### config.mk
export PLATFORM = sky130hd
export DESIGN_NAME = ad7124_scan_ctrl
export DESIGN_NICKNAME = d
export VERILOG_FILES = /design/src/rtl/ad7124_scan_ctrl.sv
export SDC_FILE = /design/constraint.sdc
export NUM_CORES = 1
export LEC_CHECK = 0
export BUFFER_PORTS_ARGS = -buffer_cell sky130_fd_sc_hd__buf_2
export CAP_MARGIN = 10
export CORE_MARGIN = 2
export CORE_UTILIZATION = 50
export CTS_CLUSTER_SIZE = 28
export DETAILED_ROUTE_END_ITERATION = 10
export PLACE_DENSITY_LB_ADDON = 0.3
export SKIP_LAST_GASP = 1
export SYNTH_ARGS = -nofsm -noshare
export SYNTH_HDL_FRONTEND = slang
export SYNTH_SLANG_ARGS = --single-unit
### constraint.sdc
create_clock -name aclk -period 2.36 [get_ports aclk]
set_input_delay 0.472 -clock aclk [delete_from_list [all_inputs] [get_ports aclk]]
set_output_delay 0.472 -clock aclk [all_outputs]
set_load 0.1 [all_outputs]
### src/rtl/ad7124_scan_ctrl.sv
// Lockstep AD7124 scanner: walks NUM_OF_CH chip selects shared by NUM_OF_BOARD boards, reads one
// 32-bit conversion word per board per channel over SPI mode 3 and writes it out on wr_*.
module ad7124_scan_ctrl #(
  parameter int NUM_OF_BOARD = 6,
  parameter int NUM_OF_CH    = 8,
  parameter int SCLK_DIV     = 8,
  parameter int TIMEOUT      = 1048576,
  localparam int ADDR_W      = $clog2(NUM_OF_BOARD*NUM_OF_CH)
) (
  input  logic                    aclk,
  input  logic                    areset,
  input  logic                    start,
  input  logic                    continuous,
  input  logic                    abort,
  output logic                    busy,
  output logic                    done_irq,
  output logic [31:0]             scan_count,
  output logic [NUM_OF_BOARD-1:0] timeout_err,
  output logic                    spi_sclk,
  output logic [NUM_OF_CH-1:0]    spi_csn,
  output logic                    spi_sdi,
  input  logic [NUM_OF_BOARD-1:0] spi_sdo,
  output logic                    wr_en,
  output logic [ADDR_W-1:0]       wr_addr,
  output logic [31:0]             wr_data
);

  // state    | meaning
  // IDLE     | waiting for start
  // CS_SETUP | CSN low, SCLK_DIV cycles before RDY is looked at
  // WAIT_RDY | waiting for every DOUT/RDY low, bounded by TIMEOUT
  // SHIFT    | 40 SCLK periods: 8 command bits out, 32 data bits in
  // CS_HOLD  | SCLK high for SCLK_DIV cycles, then CSN released
  // WRITE    | one result word per board
  // NEXT     | advance channel, finish or restart the scan
  localparam int         CH_W     = (NUM_OF_CH > 1) ? $clog2(NUM_OF_CH) : 1;
  localparam int         BRD_W    = (NUM_OF_BOARD > 1) ? $clog2(NUM_OF_BOARD) : 1;
  localparam int         DIV_W    = $clog2(SCLK_DIV);
  localparam int         TMO_W    = $clog2(TIMEOUT + 1);
  localparam logic [7:0] CMD      = 8'h42;
  localparam logic [5:0] LAST_BIT = 6'd39;
  localparam logic [DIV_W-1:0] DIV_RELOAD = DIV_W'(SCLK_DIV - 1);

  typedef enum logic [2:0] {
    IDLE, CS_SETUP, WAIT_RDY, SHIFT, CS_HOLD, WRITE, NEXT
  } state_t;

  state_t                  state_q, state_d;
  logic [CH_W-1:0]         ch_q, ch_d;
  logic [BRD_W-1:0]        wb_q, wb_d;
  logic [DIV_W-1:0]        div_q, div_d;
  logic [TMO_W-1:0]        tmo_q, tmo_d;
  logic [5:0]              bit_q, bit_d;
  logic [7:0]              cmd_q, cmd_d;
  logic [31:0]             shreg_q [NUM_OF_BOARD];
  logic [31:0]             shreg_d [NUM_OF_BOARD];
  logic [NUM_OF_BOARD-1:0] bad_q, bad_d;
  logic                    abort_q, abort_d;
  logic                    sclk_q, sclk_d;
  logic [NUM_OF_CH-1:0]    csn_q, csn_d;
  logic                    sdi_q, sdi_d;
  logic                    busy_q, busy_d;
  logic                    done_q, done_d;
  logic [31:0]             scan_q, scan_d;
  logic [NUM_OF_BOARD-1:0] tmo_err_q, tmo_err_d;
  logic                    wr_en_q, wr_en_d;
  logic [ADDR_W-1:0]       wr_addr_q, wr_addr_d;
  logic [31:0]             wr_data_q, wr_data_d;

  function automatic logic [NUM_OF_CH-1:0] csn_for(input logic [CH_W-1:0] c);
    return ~(NUM_OF_CH'(1) << c);
  endfunction

  always_comb begin
    state_d   = state_q;
    ch_d      = ch_q;
    wb_d      = wb_q;
    div_d     = div_q;
    tmo_d     = tmo_q;
    bit_d     = bit_q;
    cmd_d     = cmd_q;
    shreg_d   = shreg_q;
    bad_d     = bad_q;
    abort_d   = abort_q;
    sclk_d    = sclk_q;
    csn_d     = csn_q;
    sdi_d     = sdi_q;
    busy_d    = busy_q;
    done_d    = 1'b0;
    scan_d    = scan_q;
    tmo_err_d = tmo_err_q;
    wr_en_d   = 1'b0;
    wr_addr_d = wr_addr_q;
    wr_data_d = wr_data_q;

    case (state_q)
      IDLE: begin
        if (start && !abort) begin
          state_d   = CS_SETUP;
          ch_d      = '0;
          csn_d     = csn_for('0);
          div_d     = DIV_RELOAD;
          busy_d    = 1'b1;
          tmo_err_d = '0;
          abort_d   = 1'b0;
        end
      end

      CS_SETUP, WAIT_RDY, SHIFT: begin
        if (abort) begin
          state_d = CS_HOLD;
          sclk_d  = 1'b1;
          sdi_d   = 1'b0;
          div_d   = DIV_RELOAD;
          abort_d = 1'b1;
        end else if (state_q == CS_SETUP) begin
          if (div_q != '0) begin
            div_d = div_q - 1'b1;
          end else begin
            state_d = WAIT_RDY;
            tmo_d   = TMO_W'(TIMEOUT - 1);
          end
        end else if (state_q == WAIT_RDY) begin
          if (spi_sdo == '0 || tmo_q == '0) begin
            // boards still showing RDY high at timeout are flagged and their word discarded
            bad_d     = spi_sdo;
            tmo_err_d = tmo_err_q | spi_sdo;
            state_d   = SHIFT;
            sclk_d    = 1'b0;
            sdi_d     = CMD[7];
            cmd_d     = {CMD[6:0], 1'b0};
            bit_d     = '0;
            div_d     = DIV_RELOAD;
          end else begin
            tmo_d = tmo_q - 1'b1;
          end
        end else begin
          if (div_q != '0) begin
            div_d = div_q - 1'b1;
          end else if (!sclk_q) begin
            sclk_d = 1'b1;
            div_d  = DIV_RELOAD;
            for (int b = 0; b < NUM_OF_BOARD; b++) begin
              shreg_d[b] = {shreg_q[b][30:0], spi_sdo[b]};
            end
          end else if (bit_q == LAST_BIT) begin
            state_d = CS_HOLD;
            sdi_d   = 1'b0;
            div_d   = DIV_RELOAD;
          end else begin
            bit_d  = bit_q + 6'd1;
            sclk_d = 1'b0;
            sdi_d  = cmd_q[7];
            cmd_d  = {cmd_q[6:0], 1'b0};
            div_d  = DIV_RELOAD;
          end
        end
      end

      CS_HOLD: begin
        abort_d = abort_q | abort;
        if (div_q != '0) begin
          div_d = div_q - 1'b1;
        end else begin
          csn_d = '1;
          if (abort_q || abort) begin
            state_d = IDLE;
            busy_d  = 1'b0;
          end else begin
            state_d = WRITE;
            wb_d    = '0;
          end
        end
      end

      WRITE: begin
        abort_d   = abort_q | abort;
        wr_en_d   = 1'b1;
        wr_addr_d = ADDR_W'(32'(ch_q) * NUM_OF_BOARD + 32'(wb_q));
        wr_data_d = bad_q[wb_q] ? 32'hFFFF_FFFF : shreg_q[wb_q];
        if (wb_q == BRD_W'(NUM_OF_BOARD - 1)) begin
          state_d = NEXT;
        end else begin
          wb_d = wb_q + 1'b1;
        end
      end

      NEXT: begin
        if (abort_q || abort) begin
          state_d = IDLE;
          busy_d  = 1'b0;
        end else if (ch_q != CH_W'(NUM_OF_CH - 1)) begin
          ch_d    = ch_q + 1'b1;
          csn_d   = csn_for(ch_q + 1'b1);
          div_d   = DIV_RELOAD;
          state_d = CS_SETUP;
        end else begin
          done_d = 1'b1;
          scan_d = scan_q + 32'd1;
          if (continuous) begin
            ch_d    = '0;
            csn_d   = csn_for('0);
            div_d   = DIV_RELOAD;
            state_d = CS_SETUP;
          end else begin
            state_d = IDLE;
            busy_d  = 1'b0;
          end
        end
      end

      default: state_d = IDLE;
    endcase
  end

  always_ff @(posedge aclk) begin
    if (areset) begin
      state_q   <= IDLE;
      ch_q      <= '0;
      wb_q      <= '0;
      div_q     <= '0;
      tmo_q     <= '0;
      bit_q     <= '0;
      cmd_q     <= '0;
      shreg_q   <= '{default: '0};
      bad_q     <= '0;
      abort_q   <= 1'b0;
      sclk_q    <= 1'b1;
      csn_q     <= '1;
      sdi_q     <= 1'b0;
      busy_q    <= 1'b0;
      done_q    <= 1'b0;
      scan_q    <= '0;
      tmo_err_q <= '0;
      wr_en_q   <= 1'b0;
      wr_addr_q <= '0;
      wr_data_q <= '0;
    end else begin
      state_q   <= state_d;
      ch_q      <= ch_d;
      wb_q      <= wb_d;
      div_q     <= div_d;
      tmo_q     <= tmo_d;
      bit_q     <= bit_d;
      cmd_q     <= cmd_d;
      shreg_q   <= shreg_d;
      bad_q     <= bad_d;
      abort_q   <= abort_d;
      sclk_q    <= sclk_d;
      csn_q     <= csn_d;
      sdi_q     <= sdi_d;
      busy_q    <= busy_d;
      done_q    <= done_d;
      scan_q    <= scan_d;
      tmo_err_q <= tmo_err_d;
      wr_en_q   <= wr_en_d;
      wr_addr_q <= wr_addr_d;
      wr_data_q <= wr_data_d;
    end
  end

  assign busy        = busy_q;
  assign done_irq    = done_q;
  assign scan_count  = scan_q;
  assign timeout_err = tmo_err_q;
  assign spi_sclk    = sclk_q;
  assign spi_csn     = csn_q;
  assign spi_sdi     = sdi_q;
  assign wr_en       = wr_en_q;
  assign wr_addr     = wr_addr_q;
  assign wr_data     = wr_data_q;

endmodule

# After elaboration in Yosys (flattened, before gate mapping)
# Cells that the tools add are included.
[totals]
register_bits = 335
in_bits = 11
output_inout_bits = 89
wordCells = 213
[op_classes]
n_addsub = 7
multipliers = 1
n_lt_le_gt_ge = 2
n_eq_ne = 37
n_shift = 1
muxes = 93
n_bitwise = 12
reduce_logical = 35
[op_table]
columns = ["operator", "n"]
rows = [
  ["$bmux W32 S3", 1],
  ["$mux W32", 3],
  ["$mux W3", 29],
  ["$mux W21", 4],
  ["$mux W8", 10],
  ["$mux W6", 10],
  ["$add A32 B1 Y32 const B", 1],
  ["$ne A2 B2 Y1 const B", 16],
  ["$mux W1", 27],
  ["$reduce_and A5 Y1", 5],
  ["$pmux W8 S3", 1],
  ["$logic_not A21 Y1", 1],
  ["$sub A21 B1 Y21 const B", 1],
  ["$reduce_and A6 Y1", 3],
  ["$ne A5 B5 Y1 const B", 3],
  ["$pmux W3 S5", 1],
  ["$eq A3 B3 Y1 const B", 4],
  ["$ne A3 B3 Y1 const B", 4],
  ["$pmux W3 S2", 2],
  ["$pmux W3 S4", 1],
  ["$pmux W6 S2", 1],
  ["$reduce_and A4 Y1", 3],
  ["$reduce_bool A3 Y1", 4],
  ["$reduce_bool A2 Y1", 5],
  ["32 further kinds", 48],
]

# Depth between registers and ports, before layout
[depth]
depth_word = 8
mapped_depth = 11

# Worst setup path after synthesis
# Ideal clock, no wire load.
[synth_timing]
path_type = "register to register"
from = "register scan_q[10], in the netlist scan_count[10]"
to = "register scan_q[31], in the netlist scan_count[31]"
setup_time_ns = 0.116
arrival_ns = 2.302
t_required_ns = 2.244
path_slack_ns = -0.058
stages_incl_launch_ff = 6
synth_period_minus_slack_ns = 2.418
path_cell_list = "dfxtp_1 -> and4_1 -> nand4_1 -> nor3_1 -> a21oi_1 -> a31o_2"
[synth_between]
elab_chain_len = 1
[synth_lines]
columns = ["element", "line", "source"]
rows = [
  ["start: declaration", "64", "logic [31:0] scan_q, scan_d;"],
  ["start signal: assignment", "254", "scan_q <= scan_d;"],
  ["$add A32 B1 Y32", "199", "scan_d = scan_q + 32'd1;"],
]
# No other way between the ends.
# A chain may end at the register's enable or synchronous reset.

# Worst setup path after layout
[layout_timing]
from = "register tmo_q[13]"
to = "register tmo_q[17]"
[layout_between]
elab_chain_len = 4
elab_cells_between_ends = 8
classes_between = "1 x add/sub; 1 x eq/ne; 3 x mux; 3 x reduce/logical"
[layout_lines]
columns = ["element", "line", "source"]
rows = [
  ["start: declaration", "52", "logic [TMO_W-1:0] tmo_q, tmo_d;"],
  ["start signal: assignment", "243", "tmo_q <= tmo_d;"],
  ["$sub A21 B1 Y21 or $logic_not A21 Y1 (tied branches)", "135, 124", ""],
  ["$mux W21 or $logic_or A1 B1 Y1 (tied branches)", "124", "if (spi_sdo == '0 || tmo_q == '0) begin"],
  ["$mux W21 or $ne A2 B2 Y1 (tied branches)", "--", ""],
  ["$mux W21 or $reduce_and A5 Y1 (tied branches)", "--", ""],
]
# Parallel ways exist; a longest one is shown, timed or not. The select of a mux whose other input is x is not followed.

==> impl_metrics.env <==
export IMPL_max_freq_ghz=0.432
export IMPL_die_h_um=175
export IMPL_ys_seq_elements=333
export IMPL_synth_top_family_by_area="simple AND/OR/NAND/NOR gates"
export IMPL_ir_worst_vdd_uv=860
export IMPL_drive_gt1_frac=0.180
export IMPL_crit_arrival_ps=2770
export IMPL_stdcell_area_sq_um=17000
export IMPL_grt_max_degree=119
export IMPL_post_synth_num_cell_types=72
export IMPL_hold_violations=0
export IMPL_drc=0
export IMPL_synth_edff_count=0
export IMPL_clock_sinks=333
export IMPL_yosysTopAreaCell="dfxtp_1"
export IMPL_syn_num_nets=1757
export IMPL_core_rowCount=62
export IMPL_synth_seq_area_share=0.459
export IMPL_crit_type="reg2reg"
export IMPL_start_util=0.506
export IMPL_power_density_nw_per_um2=896
export IMPL_worstSetupStartpointType="flop"
export IMPL_finClkSkew_ps=17.3
export IMPL_ctsHtreeMaxLevel=2
export IMPL_maxSlewViolCount=0
export IMPL_cts_setup_buffers=0
export IMPL_synth_ff_type="dfxtp_1"
export IMPL_numPortBuffers=99
export IMPL_synth_simple_gate_area_frac=0.212
export IMPL_synthXorXnorAreaFrac=0.0181
export IMPL_antenna_found_initial=0
export IMPL_clkTransAtPathRegs_ps=60
export IMPL_hold_slack_ps=230
export IMPL_synthAdderAreaFrac=0.0215
export IMPL_synth_area_sq_um=14500
export IMPL_nets=1835
export IMPL_final_common_cell="nand2_1"
export IMPL_area_growth_pct=17.1
export IMPL_leakagePower_nw=6.11
export IMPL_track_usage=0.221
export IMPL_vias_per_cell=5.66
export IMPL_wl_per_cell_um=15.4
export IMPL_syn_avg_cell_area_sq_um=8.44
export IMPL_gr_total_overflow=0
export IMPL_worst_skew_pair_late_latency_ps=520
export IMPL_preCtsSetupSlack_ps=-77.6
export IMPL_hpwlAfterDp_um=21900
export IMPL_hold_path_class="in2reg"
export IMPL_insertedDiodeCount=0
export IMPL_async_reset_ff_frac=0
export IMPL_syn_inst=1723
export IMPL_drv_cap=0
export IMPL_routed_wl_um=34100
export IMPL_place_congestion=0.831
export IMPL_firstDrtPassIters=6
export IMPL_clock_tree_buffer_depth=3
export IMPL_relSlewSlack=0.617
export IMPL_root_buffer="clkbuf_16"
export IMPL_dieWidth_um=175
export IMPL_synthTopCellsByArea="dfxtp_1 (46%), nand2_1 (11%), a21oi_1 (7.7%)"
export IMPL_period_needed_ps=2310
export IMPL_crit_path_max_fanout=6
export IMPL_cp_end_kind="flop"
export IMPL_setup_viol=0
export IMPL_place_area_sq_um=15800
export IMPL_grt_pass1_wl_um=57100
export IMPL_cp_required_ps=2820
export IMPL_yosysTopAreaCellShare=0.459
export IMPL_outcome="completed"
export IMPL_final_cell_mix="nand2_1 (437), dfxtp_1 (326), a21oi_1 (223)"
export IMPL_yosys_warnings=0
export IMPL_synth_compound_area_frac=0.163
export IMPL_core_area_sq_um=28700
export IMPL_cts_tree="done"
export IMPL_num_io_pins=100
export IMPL_dr_total_vias=12500
export IMPL_grt_pass1_vias=11600
export IMPL_fillCellCount=2536
export IMPL_rsz0062_at_grt="true"
export IMPL_muxShareOfSynthArea=0.0863
export IMPL_numCtsBuffers=36
export IMPL_tightest_slew_ps=573
export IMPL_setup_slack_ps=46.8
export IMPL_ant_nets=0
export IMPL_die_area_sq_um=30500
export IMPL_finalCritPeriodShare=0.980
export IMPL_drtIter0Drc=790
[layout make-up]
cell class	instances	area, sq um	share of cell area
clock buffer	49	1010	0.0594
sequential	333	6680	0.392
timing repair buffer	172	1240	0.0729
clock inverter	17	184	0.0108
multi-input combinational	1234	7340	0.431
inverter	24	90.1	0.00529
tap	384	480	0.0282
[per-stage QoR]
| stage | total power, mW | cells | TNS [ps] | utilization |
|---|---|---|---|---|
| 2_1_floorplan | 8.35 | 1723 | 0 | - |
| 3_3_place_gp | 9.45 | 2147 | 0 | 0.550 |
| 3_5_place_dp | 9.57 | 2147 | -162 | 0.550 |
| 4_1_cts | 15.3 | 2213 | 0 | 0.592 |
| 5_1_grt | 15.9 | 2213 | -46.8 | 0.593 |
| 6_report | 15.3 | 2213 | 0 | 0.593 |
[synthesized netlist by cell type (3+ instances only)]
cell type and instances:
a211oi_1 8, a21o_1 3, a21oi_1 223, a221o_1 3, a221oi_1 32, a311oi_1 6, a31oi_1 20, a41oi_1 8
and2_1 8, and3_1 7, and4_1 5, buf_1 6, buf_2 5, clkbuf_1 121, dfxtp_1 333, ha_1 21
inv_1 23, mux2_2 33, mux2i_1 14, mux4_2 33, nand2_1 437, nand2b_1 9, nand3_1 23, nand3b_1 3
nand4_1 9, nor2_1 102, nor2b_1 3, nor3_1 19, nor3b_1 8, nor4_1 17, o21ai_0 58, o31ai_1 16
or2_2 4, or3_1 12, or4_1 17, xnor2_1 27, xor2_1 3
[kinds of logic (layout without fill, tap and decap cells)]
| logic type | Yosys count | in the layout |
|---|---|---|
| adder cells (fa/ha/maj) | 24 | 24 |
| buffers and inverters | 156 | 262 |
| AO/OA/AOI/OAI | 401 | 401 |
| XOR/XNOR | 30 | 30 |
| multiplexers | 80 | 80 |
| flip-flops | 333 | 333 |
| AND/OR/NAND/NOR | 699 | 699 |
[where the power goes]
part / switching (mW) / internal, mW
combinational: 2.14 / 1.43
clock: 2.31 / 3.36
sequential: 0.182 / 5.82
total: 4.63 / 10.6
[worst paths after layout]
check / slack, ps / cells past startpoint / startpoint / to
worst max-delay path: 50 / 5 / tmo_q[13] / tmo_q[17]
worst min-delay path: 230 / 3 / spi_sdo[1] / shreg_q[128]
worst max register to register: 50 / 5 / tmo_q[13] / tmo_q[17]
worst min register to register: 450 / 2 / wr_addr[0] / wr_addr[0]
[critical path, stage by stage, from the launching register on]
cell	delay (ps)
dfxtp_1	340
or4_4	600
or2_4	260
or4_1	480
or4_1	410
a31oi_1	160
[state kept, by name, indices dropped and copies added (netlist names), 3 cells and up]
register,cells
shreg_q,192
scan_count,32
wr_data,32
tmo_q,21
spi_csn,8
bad_q,6
bit_q,6
cmd_q,6
timeout_err,6
wr_addr,6
ch_q,3
div_q,3
state_q,3
wb_q,3
[repair_timing]
action | in CTS | in global routing
pin swaps | 1 | 2
setup endpoints to repair | 12 | 25
gates resized for setup | 3 | 7
hold buffers | 0 | 0
cloned | 0 | 0
[routing by layer]
metal / part of all wire / routed length (um) / track usage
met5: 0 / 0 / 0
met4: 0.024 / 830 / 0.0663
met3: 0.046 / 1580 / 0.0313
met2: 0.48 / 16200 / 0.368
met1: 0.45 / 15500 / 0.299
(Power assumes the default switching activity.)
